===== config.mk =====
export PLATFORM = sky130hd
export DESIGN_NAME = loa_acc_32bits
export DESIGN_NICKNAME = d
export VERILOG_FILES = /design/src/rtl/loa_acc_32bits.sv
export SDC_FILE = /design/constraint.sdc
export NUM_CORES = 1
export LEC_CHECK = 0
export ABC_AREA = 1
export CAP_MARGIN = 25
export CELL_PAD_IN_SITES_DETAIL_PLACEMENT = 0
export CELL_PAD_IN_SITES_GLOBAL_PLACEMENT = 1
export CORE_UTILIZATION = 34
export CTS_BUF_LIST = sky130_fd_sc_hd__clkbuf_4 sky130_fd_sc_hd__clkbuf_8 sky130_fd_sc_hd__clkbuf_16
export CTS_CLUSTER_DIAMETER = 150
export CTS_CLUSTER_SIZE = 14
export DETAILED_ROUTE_END_ITERATION = 6
export PLACE_DENSITY_LB_ADDON = 0.3
export REMOVE_ABC_BUFFERS = 1
export SLEW_MARGIN = 20
export SYNTH_ARGS = -nofsm -noshare
export SYNTH_HDL_FRONTEND = slang
export SYNTH_SLANG_ARGS = --single-unit

===== constraint.sdc =====
create_clock -name clk -period 2.4 [get_ports clk]
set_clock_uncertainty 0.05 [all_clocks]
set_input_delay 0.72 -clock clk [delete_from_list [all_inputs] [get_ports clk]]
set_output_delay 0.72 -clock clk [all_outputs]
set_load 0.05 [all_outputs]

===== src/rtl/loa_acc_32bits.sv =====
`default_nettype none
// ============================================================================
//  Module   : loa_acc_32bits
//  Brief    : Streaming packet accumulator built on a lower-part-OR adder
//             (LOA). The low APPROX_BITS of each addition are ORed; the upper
//             bits are added exactly, with a carry-in taken from the top
//             approximate bit. One result per packet is returned over a
//             valid/ready handshake.
//  Config   : LOA_ACC_SAT_EN - when defined, an upper-part carry-out
//             saturates the accumulator to all-ones for the rest of the
//             packet. When undefined, the sum wraps and out_ovf flags it.
//  Revision : 1.0 - initial release
// ============================================================================
module loa_acc_32bits #(
    parameter int WIDTH       = 32,
    parameter int APPROX_BITS = 8
) (
    input  logic             clk,
    input  logic             rst,
    input  logic             in_valid,
    output logic             in_ready,
    input  logic [WIDTH-1:0] in_data,
    input  logic             in_last,
    output logic             out_valid,
    input  logic             out_ready,
    output logic [WIDTH-1:0] out_data,
    output logic             out_ovf
);

    // Width of the exactly-added upper part
    localparam int c_HI_W = WIDTH - APPROX_BITS;

    typedef enum logic [1:0] {
        ST_IDLE = 2'd0,
        ST_ACC  = 2'd1,
        ST_HOLD = 2'd2
    } state_t;

    state_t             r_state;
    logic [WIDTH-1:0]   r_acc;
    logic               r_ovf;

    logic               w_accept;
    logic [APPROX_BITS-1:0] w_lo;
    logic               w_cin;
    logic [c_HI_W:0]    w_hi_sum;
    logic               w_co;
    logic [WIDTH-1:0]   w_loa_sum;
    logic               w_next_ovf;
    logic [WIDTH-1:0]   w_next_acc;

    // Ready depends on state alone so upstream never sees a valid->ready path
    assign in_ready = (r_state != ST_HOLD);
    assign w_accept = in_valid & in_ready;

    // Approximate low part: bitwise OR, no carry chain
    assign w_lo  = r_acc[APPROX_BITS-1:0] | in_data[APPROX_BITS-1:0];

    // The only information the low part passes upward: both top low bits set
    assign w_cin = r_acc[APPROX_BITS-1] & in_data[APPROX_BITS-1];

    // Exact upper part, one extra bit to capture the carry-out
    assign w_hi_sum = {1'b0, r_acc[WIDTH-1:APPROX_BITS]}
                    + {1'b0, in_data[WIDTH-1:APPROX_BITS]}
                    + {{c_HI_W{1'b0}}, w_cin};

    assign w_co      = w_hi_sum[c_HI_W];
    assign w_loa_sum = {w_hi_sum[c_HI_W-1:0], w_lo};

    // Overflow is sticky for the whole packet
    assign w_next_ovf = r_ovf | w_co;

`ifdef LOA_ACC_SAT_EN
    // Once any carry-out has happened in this packet the result pins at all-ones
    assign w_next_acc = w_next_ovf ? {WIDTH{1'b1}} : w_loa_sum;
`else
    // Upper part wraps modulo 2^(WIDTH-APPROX_BITS); out_ovf reports it
    assign w_next_acc = w_loa_sum;
`endif

    // Packet FSM: first beat loads, later beats accumulate, result held until taken
    always_ff @(posedge clk) begin
        if (rst) begin
            r_state   <= ST_IDLE;
            r_acc     <= '0;
            r_ovf     <= 1'b0;
            out_data  <= '0;
            out_ovf   <= 1'b0;
            out_valid <= 1'b0;
        end else begin
            case (r_state)
                ST_IDLE: begin
                    if (w_accept) begin
                        // First beat is taken verbatim; no add against stale state
                        r_acc <= in_data;
                        r_ovf <= 1'b0;
                        if (in_last) begin
                            out_data  <= in_data;
                            out_ovf   <= 1'b0;
                            out_valid <= 1'b1;
                            r_state   <= ST_HOLD;
                        end else begin
                            r_state <= ST_ACC;
                        end
                    end
                end

                ST_ACC: begin
                    if (w_accept) begin
                        r_acc <= w_next_acc;
                        r_ovf <= w_next_ovf;
                        if (in_last) begin
                            out_data  <= w_next_acc;
                            out_ovf   <= w_next_ovf;
                            out_valid <= 1'b1;
                            r_state   <= ST_HOLD;
                        end
                    end
                end

                ST_HOLD: begin
                    // Result stays frozen until downstream takes it
                    if (out_ready) begin
                        out_valid <= 1'b0;
                        r_state   <= ST_IDLE;
                    end
                end

                default: begin
                    r_state   <= ST_IDLE;
                    out_valid <= 1'b0;
                end
            endcase
        end
    end

endmodule
`default_nettype wire


==> impl_metrics.py, run 1 <==
metrics = {
    "setup_path": {
        "path_class": "reg2out",
        "cp_cell_sequence": "clkdlybuf4s50_1",
        "crit_fanout": 2,
        "path_depth": 1,
        "crit_required_ns": 1.63,
        "arrival_ns": 1.58,
        "timing.critical_path.max_delay_family": "buffers and inverters",
        "crit_path_top_delay_cell": "sky130_fd_sc_hd__clkdlybuf4s50_1",
        "critPathBufInv": 1,
        "worst-r2r-setup-slack_ns": 0.33,
        "critPathMaxStageDelay_ns": 0.83,
        "timing.critical_path.from_type": "register",
        "crit_path_end_kind": "output pin",
        "worstRegToRegCells": 14,
    },
    "logic_synthesis": {
        "synthArstFlopShare_pct": 0,
        "synth_top_flop_cell": "sky130_fd_sc_hd__dfxtp_1",
        "count_of_different_cell_masters_after_synthesis": 32,
        "synthMostInstantiatedCell": "sky130_fd_sc_hd__nand2_1",
        "postSynthAreaPerCell_um2": 6.11,
        "synth-edff-count": 0,
        "postSynthRegisterBits": 69,
        "synthesis.area_um2": 4760,
        "synthDominantCellAreaShare_pct": 29.0,
        "syn_inst_count": 780,
        "yosysSeqAreaShare_pct": 29.0,
        "synth_top_cells_by_count": "sky130_fd_sc_hd__nand2_1, sky130_fd_sc_hd__inv_1, sky130_fd_sc_hd__nor2_1, sky130_fd_sc_hd__dfxtp_1, sky130_fd_sc_hd__nand3_1",
        "yosysTopAreaCell": "sky130_fd_sc_hd__dfxtp_1",
        "synth_top_cells_by_area": "sky130_fd_sc_hd__dfxtp_1, sky130_fd_sc_hd__nand2_1, sky130_fd_sc_hd__inv_1",
        "number_of_synthesis_warnings": 0,
    },
    "cts": {
        "clkLatencyLatePin_ns": 0.34,
        "cts_root_buffer": "sky130_fd_sc_hd__clkbuf_16",
        "clock-sinks": 69,
        "cts-buffers-inserted": 9,
        "cts-root-to-sink-buffers": 2,
        "cts_clock_pin_slew_for_the_worst_setup_and_hold_paths_ns": 0.06,
        "htreeDepth": 3,
        "cts_tree": "done",
    },
    "floorplanning": {
        "floorplan.rows": 42,
        "initial_core_util_pct": 35.4,
        "die_w_um": 120,
        "design.die.area_um2": 14500,
        "fp.coreArea_um2": 13500,
        "die_h_um": 120,
        "ioPinCount": 72,
    },
    "final_layout": {
        "areaGrowthSynthToFinish_pct": 43.5,
        "fin_util_pct": 50.8,
        "finish.net_count": 961,
        "fraction_of_final_layout_cells_sized_beyond_drive_strength_1_pct": 17.4,
        "insertedDiodeCount": 0,
        "layout.cells.non_filler": 1080,
    },
    "sta": {
        "hold_viol_final": 0,
        "maxSlewHeadroom_pct": 55.7,
        "report.final.setup_viol": 0,
        "setup_ws_ns": 0.0549,
        "timing_worst_slew_pin_value_ns": 0.663,
        "max_freq_mhz": 426,
        "final_period_minus_worst_setup_slack_ns": 2.35,
        "finalMaxSlewViolations": 0,
        "finalCritPeriodShare_pct": 97.7,
        "timing.hold.ws_ns": 0.426,
    },
    "drt": {
        "final_antenna_net_count": 0,
        "drt_first_pass_iters": 4,
        "detailedRoute.firstIterationViolations": 134,
        "number_of_drc_violations_after_detailed_routing": 0,
        "routed-via-count": 5019,
        "routedWlPerCell_um": 12.6,
        "viasPerCell": 4.65,
        "totalWireLength_um": 13600,
    },
    "outcome": {
        "run_status": "finished clean",
    },
    "placed_design": {
        "dp_cells": 1062,
        "gp_routability_congestion": 0.874,
        "post-place-ws_ns": -0.744,
        "post-dp-hpwl_um": 10200,
        "io_buffers": 71,
    },
    "global_routing": {
        "grt_usage_pct": 19.6,
        "grt-ovfl-total": 0,
        "wire_length_of_the_first_global_routing_pass_um": 22400,
        "grt_antenna_before_repair": 0,
        "grt_max_degree": 28,
        "grt_pass1_vias": 4822,
    },
    "power": {
        "power_mw": 4.56,
        "power.density_cell_area_nw_per_um2": 668,
        "power.leakage_nw": 3.64,
        "maximum_vdd_ir_drop_uv": 386,
    },
    "hold_path": {
        "holdPathStages": 2,
        "min_path_type": "reg2reg",
    },
    "run": {
        "cap_viol_max_count": 0,
    },
}
[cells by family (layout without fill, tap and decap cells)]
| group | after synthesis | count (layout) | synth area share [%] |
|---|---|---|---|
| compound gates | 101 | 101 | 13.1 |
| xor+xnor | 6 | 6 | 1.10 |
| fa+ha+maj | 25 | 25 | 6.88 |
| buf+inv | 173 | 297 | 14.3 |
| flops | 69 | 69 | 29.0 |
| mux | 1 | 1 | 0.210 |
| simple gates | 405 | 405 | 35.4 |
[flip-flops by register name (all words and copies together) (netlist names)]
name and cells:
out_valid 1, r_ovf 1, out_data 32, r_state 2, r_acc 32, out_ovf 1
[stage by stage]
stage | area, um^2 | setup TNS [ns]
2_1_floorplan | 4640 | -14.22
3_3_place_gp | 6080 | -24.04
3_5_place_dp | 6080 | -27.15
4_1_cts | 6580 | 0
5_1_grt | 6830 | -0.0190
6_report | 6830 | 0
[worst paths after layout]
kind	end	from
worst max register to register	r_acc[28]	r_acc[7]
worst min register to register	out_valid	out_valid
worst min-delay path	out_valid	out_valid
worst max-delay path	out_data[24]	out_data[24]
[cells in the final DEF, fill, tap and decap left out, types with 11 or more instances in the layout]
cell type,Yosys,layout
sky130_fd_sc_hd__nor2_2,0,13
sky130_fd_sc_hd__dfxtp_1,69,69
sky130_fd_sc_hd__inv_1,147,144
sky130_fd_sc_hd__a21oi_1,28,22
sky130_fd_sc_hd__dlymetal6s2s_1,0,17
sky130_fd_sc_hd__nand2_2,0,12
sky130_fd_sc_hd__o211ai_1,11,11
sky130_fd_sc_hd__o21ai_0,29,27
sky130_fd_sc_hd__nand2_1,224,212
sky130_fd_sc_hd__nand3_1,67,59
sky130_fd_sc_hd__ha_4,0,19
sky130_fd_sc_hd__o21a_1,18,18
sky130_fd_sc_hd__clkdlybuf4s50_1,0,48
sky130_fd_sc_hd__buf_4,1,57
sky130_fd_sc_hd__nor2_1,88,75
[cell type report]
class	instances	area [um^2]
clock inverters	4	72.6
repair buffers	133	1270
multi-input cells	538	3090
flip-flops and latches	69	1380
clock buffers	12	248
fillers	1415	6620
inverters	148	556
well taps	176	220
[power breakdown]
part           switching, mW  internal, mW  total (mW)
Combinational           1.02         0.738        1.75
Clock                  0.507         0.943        1.45
Sequential            0.0834          1.28        1.36
[timing repair]
action / CTS / global route
setup buffers: 2 / 0
pin swaps: 10 / 16
hold buffers: 0 / 0
endpoints found under the setup margin: 48 / 44
resized for setup: 32 / 65
hold endpoints to repair: 0 / 0
[metal layers]
metal  track usage [%]  vias to the layer above  routed length (um)
met4              8.10                        0                 246
met1              24.4                     2262                6540
met3              3.87                       15                 502
met5                 0                        -                   0
li1                  -                     2661                   -
met2              33.0                       81                6330
(Power assumes the default switching activity.)
==> run 2, diff against run 1 <==
- CTS_CLUSTER_SIZE: 14 -> default
==> results of run 2 <==
The final DEF is identical to that of run 1; final timing and power are the same.
